<file path="config.mk">
export PLATFORM = sky130hd
export DESIGN_NAME = uart_tx_sched
export DESIGN_NICKNAME = d
export VERILOG_FILES = /design/src/rtl/uart_tx_sched_pkg.sv /design/src/rtl/uart_tx_sched_rr_arbiter.sv /design/src/rtl/uart_tx_sched.sv
export SDC_FILE = /design/constraint.sdc
export NUM_CORES = 1
export LEC_CHECK = 0
export ABC_AREA = 1
export BUFFER_PORTS_ARGS = -buffer_cell sky130_fd_sc_hd__buf_2
export CORE_MARGIN = 1.5
export CORE_UTILIZATION = 47
export DETAILED_ROUTE_END_ITERATION = 7
export GPL_TIMING_DRIVEN = 0
export PLACE_DENSITY = 0.84
export SKIP_CTS_REPAIR_TIMING = 1
export SYNTH_ARGS = -nofsm -noshare
export SYNTH_HDL_FRONTEND = slang
export SYNTH_SLANG_ARGS = --single-unit
export TNS_END_PERCENT = 10
</file>
<file path="constraint.sdc">
create_clock -name clk_i -period 1.2 [get_ports clk_i]
set_input_delay 0.12 -clock clk_i [delete_from_list [all_inputs] [get_ports clk_i]]
set_output_delay 0.12 -clock clk_i [all_outputs]
set_load 0.03 [all_outputs]
</file>
<file path="src/rtl/uart_tx_sched_pkg.sv">
// Shared types and constants for the uart_tx packet scheduler.
package uart_tx_sched_pkg;

  typedef enum logic [2:0] {
    StIdle,
    StFetch,
    StTrig,
    StWaitB,
    StWaitD,
    StGap
  } sched_state_t;

  localparam int unsigned TimeoutClksDefault = 1024;

  // Counter width able to hold 0..max_val; never narrower than one bit.
  function automatic int unsigned cnt_width(input int unsigned max_val);
    return (max_val > 0) ? $clog2(max_val + 1) : 1;
  endfunction

endpackage

</file>
<file path="src/rtl/uart_tx_sched_rr_arbiter.sv">
// Combinational round-robin pick: first requester strictly after ptr_i, searching cyclically.
module rr_arbiter #(
  parameter int unsigned NUM_REQ = 2
) (
  input  logic [NUM_REQ-1:0]         req_i,
  input  logic [$clog2(NUM_REQ)-1:0] ptr_i,
  output logic [NUM_REQ-1:0]         gnt_o,
  output logic [$clog2(NUM_REQ)-1:0] gnt_idx_o
);

  localparam int unsigned IdxW = $clog2(NUM_REQ);

  // Walk offsets 1..NUM_REQ from the pointer; the first set request wins.
  always_comb begin
    int unsigned idx;
    logic        found;
    logic [IdxW-1:0] cand;
    gnt_o     = '0;
    gnt_idx_o = '0;
    found     = 1'b0;
    idx       = 0;
    cand      = '0;
    for (int unsigned off = 1; off <= NUM_REQ; off++) begin
      idx  = (int'(ptr_i) + off) % NUM_REQ;
      cand = IdxW'(idx);
      if (!found && req_i[cand]) begin
        found       = 1'b1;
        gnt_o[cand] = 1'b1;
        gnt_idx_o   = cand;
      end
    end
  end

endmodule

</file>
<file path="src/rtl/uart_tx_sched.sv">
// Packet-level round-robin scheduler sharing one uart_tx byte transmitter among requesters.
module uart_tx_sched
  import uart_tx_sched_pkg::*;
#(
  parameter int unsigned NUM_REQ      = 2,
  parameter int unsigned GAP_CLKS     = 0,
  parameter int unsigned TIMEOUT_CLKS = TimeoutClksDefault
) (
  input  logic                 clk_i,
  input  logic                 rst_ni,
  input  logic [NUM_REQ-1:0]   req_valid_i,
  input  logic [NUM_REQ*8-1:0] req_data_i,
  input  logic [NUM_REQ-1:0]   req_last_i,
  output logic [NUM_REQ-1:0]   req_ready_o,
  output logic [NUM_REQ-1:0]   grant_o,
  output logic                 send_trig_o,
  output logic [7:0]           send_data_o,
  input  logic                 tx_bsy_i,
  output logic                 busy_o,
  output logic                 abort_o
);

  localparam int unsigned PtrW = $clog2(NUM_REQ);
  localparam int unsigned GapW = cnt_width(GAP_CLKS);
  localparam int unsigned TmoW = cnt_width(TIMEOUT_CLKS);
  localparam logic [GapW-1:0] GapLast = GapW'((GAP_CLKS > 0) ? GAP_CLKS - 1 : 0);
  localparam logic [TmoW-1:0] TmoLast = TmoW'((TIMEOUT_CLKS > 0) ? TIMEOUT_CLKS - 1 : 0);

  sched_state_t     state_q;
  logic [NUM_REQ-1:0] grant_q;
  logic [PtrW-1:0]  rr_ptr_q;
  logic [GapW-1:0]  gap_q;
  logic [TmoW-1:0]  tmo_q;
  logic [7:0]       send_data_q;
  logic             send_trig_q;
  logic             last_q;
  logic             abort_q;

  logic [NUM_REQ-1:0] arb_gnt;
  logic [PtrW-1:0]    arb_idx;
  logic               sel_valid;
  logic               sel_last;
  logic [7:0]         sel_data;
  logic               fetch_ok;
  logic               accept;

  rr_arbiter #(
    .NUM_REQ(NUM_REQ)
  ) u_arb (
    .req_i    (req_valid_i),
    .ptr_i    (rr_ptr_q),
    .gnt_o    (arb_gnt),
    .gnt_idx_o(arb_idx)
  );

  // Mux the granted requester's valid/data/last (grant is one-hot or zero).
  always_comb begin
    sel_valid = 1'b0;
    sel_last  = 1'b0;
    sel_data  = '0;
    for (int i = 0; i < NUM_REQ; i++) begin
      if (grant_q[i]) begin
        sel_valid = sel_valid | req_valid_i[i];
        sel_last  = sel_last | req_last_i[i];
        sel_data  = sel_data | req_data_i[8*i +: 8];
      end
    end
  end

  // Only accept while the transmitter is free, so a trigger can never land on a busy uart_tx.
  assign fetch_ok    = (state_q == StFetch) && !tx_bsy_i;
  assign req_ready_o = fetch_ok ? grant_q : '0;
  assign accept      = fetch_ok && sel_valid;

  // Scheduler FSM with counters, data latch and registered outputs.
  always_ff @(posedge clk_i or negedge rst_ni) begin
    if (!rst_ni) begin
      state_q     <= StIdle;
      grant_q     <= '0;
      rr_ptr_q    <= PtrW'(NUM_REQ - 1);
      gap_q       <= '0;
      tmo_q       <= '0;
      send_data_q <= '0;
      send_trig_q <= 1'b0;
      last_q      <= 1'b0;
      abort_q     <= 1'b0;
    end else begin
      send_trig_q <= 1'b0;
      abort_q     <= 1'b0;
      unique case (state_q)
        StIdle: begin
          if (|req_valid_i) begin
            grant_q  <= arb_gnt;
            rr_ptr_q <= arb_idx;
            state_q  <= StFetch;
          end
        end
        StFetch: begin
          if (accept) begin
            send_data_q <= sel_data;
            last_q      <= sel_last;
            send_trig_q <= 1'b1;
            tmo_q       <= '0;
            state_q     <= StTrig;
          end else if ((TIMEOUT_CLKS > 0) && !sel_valid) begin
            // Starved mid-packet: drop the packet; rr_ptr already makes this requester last.
            if (tmo_q >= TmoLast) begin
              abort_q <= 1'b1;
              grant_q <= '0;
              tmo_q   <= '0;
              state_q <= StIdle;
            end else begin
              tmo_q <= tmo_q + 1'b1;
            end
          end
        end
        StTrig: begin
          state_q <= StWaitB;
        end
        StWaitB: begin
          if (tx_bsy_i) begin
            state_q <= StWaitD;
          end
        end
        StWaitD: begin
          if (!tx_bsy_i) begin
            if (GAP_CLKS > 0) begin
              gap_q   <= '0;
              state_q <= StGap;
            end else if (last_q) begin
              grant_q <= '0;
              state_q <= StIdle;
            end else begin
              state_q <= StFetch;
            end
          end
        end
        StGap: begin
          if (gap_q == GapLast) begin
            if (last_q) begin
              grant_q <= '0;
              state_q <= StIdle;
            end else begin
              state_q <= StFetch;
            end
          end else begin
            gap_q <= gap_q + 1'b1;
          end
        end
        default: begin
          grant_q <= '0;
          state_q <= StIdle;
        end
      endcase
    end
  end

  assign grant_o     = grant_q;
  assign busy_o      = |grant_q;
  assign send_trig_o = send_trig_q;
  assign send_data_o = send_data_q;
  assign abort_o     = abort_q;

endmodule

</file>
# == Word level (Yosys, flattened, before mapping) ==
# Cells that the tools add are included.
# Widths: inputs -> output; s select.
# classes
reduce_logical,16
n_mul,0
div,0
magnitude_cmp,5
n_eq_ne,15
n_mux,47
n_shift,0
bitwise_logic,5
n_addsub,4
# ops
operator,count
$mux 11,3
$mux 1,21
$mux 3,7
$mux 2,10
$pmux 3 s6,1
$mux 8,2
$ne 2x2->1 const B,6
$add 11x1->11 const B,1
$ge 11x10->1 const B,1
$pmux 2 s5,1
$or 8x8->8,1
$reduce_and 7->1,1
$eq 3x2->1 const B,2
$eq 3x3->1 const B,2
$reduce_and 2->1,3
$reduce_and 6->1,1
$reduce_or 2->1,3
$logic_and 1x1->1,5
$lt 1x2->1 const B,2
$ne 2x1->1 const B,2
$add 1x1->1 const B,3
$eq 3x1->1 const B,1
$logic_not 3->1,1
$ne 3x2->1 const B,1
other kinds (7),11
# word_totals
romBits,0
input_bits,23
regBits,29
mem_bits_rw,0
latch_bits,0
n_memories,0
wordCells,101

# == Longest topological paths before layout ==
# depth
depth_word,10
depth_mapped,10
ltp_nobuf,10

# == Modules after synthesis ==
# Synthesis repeated with hierarchy kept, for this count alone.
# hier_totals
cells_unflattened,190
area_unflattened_um2,1562.7
# modules_own_cells
module,seq_area_each_um2,n_inst,cells_per_inst,area_each_um2
uart_tx_sched,701.9,1,184,1537.7
rr_arbiter,0.0,1,6,25.0

# == Worst setup path before layout ==
# OpenSTA, ideal clock, no wires.
# synth_timing
path_type,register to register
start,register grant_q[1] (netlist: grant_o[1])
end,register tmo_q[7]
required_time_ns,1.077
period_less_slack_ns,1.518
n_path_buf,1
stages_incl_launch_ff,10
setup_time_ns,0.123
arrival_ns,1.394
path_slack_ns,-0.318
path_cell_list,dfrtp_1 -> nand2_1 -> nand2_2 -> inv_2 -> o21ai_4 -> inv_2 -> buf_6 -> nand3_2 -> xor2_1 -> nor2_2
# synth_between
elab_chain_len,4
# synth_rtl
item,line_no,source
from (decl),uart_tx_sched.sv:30,logic [NUM_REQ-1:0] grant_q;
from (signal assigned),uart_tx_sched.sv:93,grant_q <= arb_gnt;
$mux 1 *,uart_tx_sched.sv:62,if (grant_q[i]) begin
$logic_and 1x1->1,uart_tx_sched.sv:73,assign accept = fetch_ok && sel_valid;
$ne 2x1->1 (no line),--,
$reduce_and 2->1 (no line),--,
to (signal assigned),uart_tx_sched.sv:113,tmo_q <= tmo_q + 1'b1;
to (decl),uart_tx_sched.sv:33,logic [TmoW-1:0] tmo_q;
# Every way passes the cells marked *; elsewhere a longest branch is shown, timed or not.
# A chain may end at the register's enable or synchronous reset.

# == Worst setup path after layout ==
# layout_timing
start,register state_q[1]
end,output req_ready_o[1]
# layout_between
elab_chain_len,3
# layout_rtl
item,line_no,source
from (decl),uart_tx_sched.sv:29,sched_state_t state_q;
from (signal assigned),uart_tx_sched.sv:78,state_q <= StIdle;
from (signal assigned),uart_tx_sched.sv:95,state_q <= StFetch;
from (signal assigned),uart_tx_sched.sv:104,state_q <= StTrig;
$eq 3x1->1,uart_tx_sched.sv:71,assign fetch_ok = (state_q == StFetch) && !tx_bsy_i;
$logic_and 1x1->1,uart_tx_sched.sv:71,
$mux 2,uart_tx_sched.sv:72,assign req_ready_o = fetch_ok ? grant_q : '0;
to (decl),uart_tx_sched.sv:14,"output logic [NUM_REQ-1:0] req_ready_o,"
# No other way between the ends.

==> results.txt <==
- Summed over all nets, the switching power comes to 2.42 mW.
- The mapped netlist covers 1550 µm².
- Die ar.: 3650 µm²
- On the worst path, the slowest cell contributes a delay of 0.46 ns.
* Leakage dissipation: 1.00 nW
- The share of total power dissipated in sequential elements is 32.6%.
- STA classifies the critical path startpoint as a flip-flop.
- The final layout contains 276 nets.
- Internal Dissipation: 2.68 mW
- Pre-CTS WS: -0.358 ns
- The worst pin sits at a relative slew slack of 59.5%.
- Worst min-delay path startpoint: req_data_i[4]
- Maximum clock rate: 0.668 GHz
- Once detail routing completed, the nets flagged for antenna violations numbered 0.
* Total routing resource utilization after global routing: 19.1%
* Ys flop type: dfrtp_1
- For the worst setup path, the data required time is 1.08 ns.
- Mean cell area of the mapped netlist: 8.00 µm²
- Switching share of power: 47.4%
- End point of the most critical hold path: send_data_o[4]$_DFFE_PN0P_
- Net count after synthesis: 218
* Total routed wirelength: 3930 µm
- STA classifies the critical path endpoint as an output pin.
- Length of the first detailed-routing pass in iterations: 4
- Compared with the post-synthesis result, the final layout area differs by 36.1%.
* Pin count of the biggest net entering global routing: 29
- DP Wirelength: 2440 µm
- Routed wl met3: 200 µm
* Initial cell density of the core: 50.0%
* Clock network fraction of total power: 9.3%
- The signal on the critical path passes through inv_2, nand3_4, clkinv_4, nand2_8, nor2_4, buf_6.
* Post-synth ARST share: 100%
- The number of antenna diodes in the final layout is 0.
- Across the run, the number of max-cap violations was 0.
- RSZ-0062 raised after global routing: true
- In the post-route analysis, the smallest setup slack over all paths is -0.296 ns.
- Boundary Pins: 38
* Drt initial violations: 51
- Using the TritonRoute via totals, the vias-per-cell ratio works out to 5.09.
- At the pin with the least slew margin, the transition time is 0.607 ns.
- Clock transition at the registers of the reported paths: 0.16 ns
* Power per cell area: 2410 nW/µm²
* Sequential area share after synthesis: 45.2%
* Cell with the biggest individual delay on the critical path: dfrtp_1
- For this block, wires on met1 add up to 1610 µm.
- In this run, synthesis produced a sequential element count of 28.
- The critical path is of the reg -> out type.
* Routability congestion estimate from global placement: 0.770
- Worst hold margin: 0.0142 ns
- Fraction of layout instances using a drive strength above 1: 42.6%
* Die outline width: 60.5 µm
- In this run the worst hold path is classified as in -> reg.
- Across all register-to-register paths, the minimum setup slack is -0.28 ns.
- Residual DRC: 0
- At the later pin of the worst-skew pair, clock insertion delay measures 0.34 ns.
* Final-report hold violation count: 0
- The via count of the first global-routing pass was 1245.
* Highest routed layer: met4
* Max Fanout on Critical Path: 4
* Setup clock skew after layout: 0.0156 ns
- The count of buffers added on input and output ports is 37.
* Library cell used as clock root buffer: clkbuf_4
- The final-report max-slew violation count is 0.
* Clock buffers created by TritonCTS: 3
- The first global-routing pass estimated 5320 µm of wire.
* Vias post-DR: 1503
* Critical path data arrival time: 1.38 ns
* Yosys cell types: 33
- In the final routed layout, each cell accounts on average for 13.3 µm.
* Detailed route wirelength on metal2: 2060 µm
* Run status: finished with violations
- Counting instances, the worst hold path has a depth of 3.
- Number of flops mapped to enable cells by yosys: 0
- Synthesis produced 194 cells.
* Number of warnings issued by yosys: 0
* Clock tree from TritonCTS: done
* Failing checks: setup timing
- H-tree lvl count: 1
* Core footprint: 3100 µm²
- The total overflow left after global routing is 0.
* Worst Reg2Reg Path Length in Cells: 10
* Count of clock tree sinks: 28
* Rows: 20
- Initial antenna violation count: 0
* Period utilization: 125%
- Maximum buffer depth of the clock tree: 2
* Maximum vdd drop: 0.00144 V
- The startpoint identified for the worst register-to-register timing path is tmo_q[0]$_DFFE_PN0P_.
- The worst register-to-register path ends at grant_o[0]$_DFFE_PN0P_.
- The die is 60.5 µm tall.
* Setup-violating endpoint count in the final report: 30
* Combinational fraction of design power: 58.1%
- After layout, the minimum clock period comes to 1.50 ns.
stage by stage:
| step | utilization (%) | TNS (ns) | area, µm² | total power, mW | cells |
|---|---|---|---|---|---|
| after floorplan | - | -2.55 | 1550 | 3.30 | 194 |
| after global placement | 57.8 | -5.53 | 1790 | 3.80 | 275 |
| after detailed placement | 57.8 | -5.88 | 1790 | 3.88 | 275 |
| after CTS | 59.0 | -7.72 | 1830 | 4.34 | 279 |
| after global routing | 68.1 | -7.63 | 2110 | 5.45 | 295 |
| final | 68.1 | -5.26 | 2110 | 5.10 | 295 |
final cells by class:
class,instances,area (µm²)
sequential,28,707
buffer,5,45.0
multi-input combinational,138,855
timing repair buffer,53,320
tap,44,55.1
clock buffer,4,36.3
fill,253,991
inverter,23,93.8
cell families after synthesis:
group | synth area share (%)
buffers and inverters | 8.31
flip-flops | 45.2
AO/OA/AOI/OAI | 10.5
AND/OR/NAND/NOR | 32.9
XOR/XNOR | 2.26
adder cells (fa/ha/maj) | 0.806
power by group through the flow:
stage,Combinational [mW],Sequential [mW],Clock (mW)
after CTS,2.24,1.62,0.473
final,2.96,1.66,0.474
after global placement,2.18,1.63,0
after floorplan,1.36,1.94,0
after global routing,3.23,1.70,0.510
after detailed placement,2.24,1.64,0
cells in the mapped netlist (4+ instances only):
master	count	area, µm²
xor2_1	4	35.0
a21oi_1	4	20.0
nor2_1	24	90.1
a31oi_1	8	50.1
nor2_2	4	25.0
nand3_1	9	45.0
o21ai_0	7	35.0
nand4_1	4	25.0
inv_1	19	71.3
nand2_1	50	188
dfrtp_1	27	676
nand2_2	5	31.3
metal layers:
metal | vias up | GRT usage, %
li1 | 745 | -
met1 | 707 | 24.1
met2 | 43 | 33.7
met3 | 8 | 4.05
met4 | 0 | 4.66
met5 | - | 0
critical path, delay by kind of cell (launching register included):
family / cells / cell delay (ns)
simple gates: 3 / 0.27
flops: 1 / 0.46
buf+inv: 3 / 0.32
cell usage in the layout (no fill, tap or decap), types with 3 or more instances in the layout:
cell type,count
a31oi_1,8
nand2_1,47
nand3_2,4
buf_2,35
inv_1,15
inv_2,6
nand3_1,5
nand3_4,3
o21ai_0,4
xor2_1,3
nand4_1,4
nor2_4,7
nor2_1,20
a21oi_1,4
nand2_2,5
clkbuf_4,5
dfrtp_2,4
buf_4,16
nor2_2,3
buf_6,4
dfrtp_1,23
flip-flops by register name, indices dropped and copies added, names as in the netlist:
register,flops
grant_o,2
send_data_o,8
tmo_q,11
abort_o,1
send_trig_o,1
last_q,1
state_q,3
rr_ptr_q,1
worst max-delay path by stage:
| stage | from | endpoint | slack (ns) | cells past startpoint |
|---|---|---|---|---|
| global route | state_q[1]$_DFFE_PN0P_ | req_ready_o[1] | -0.37 | 6 |
| floorplan | grant_o[1]$_DFFE_PN0P_ | tmo_q[7]$_DFFE_PN0P_ | -0.22 | 9 |
| finish | state_q[1]$_DFFE_PN0P_ | req_ready_o[1] | -0.30 | 6 |
| CTS | tmo_q[0]$_DFFE_PN0P_ | tmo_q[1]$_DFFE_PN0P_ | -0.39 | 8 |
| global placement | tmo_q[0]$_DFFE_PN0P_ | tmo_q[2]$_DFFE_PN0P_ | -0.34 | 8 |
| detailed placement | tmo_q[0]$_DFFE_PN0P_ | tmo_q[1]$_DFFE_PN0P_ | -0.36 | 8 |
Note: power is estimated with default switching activity, not from simulation.
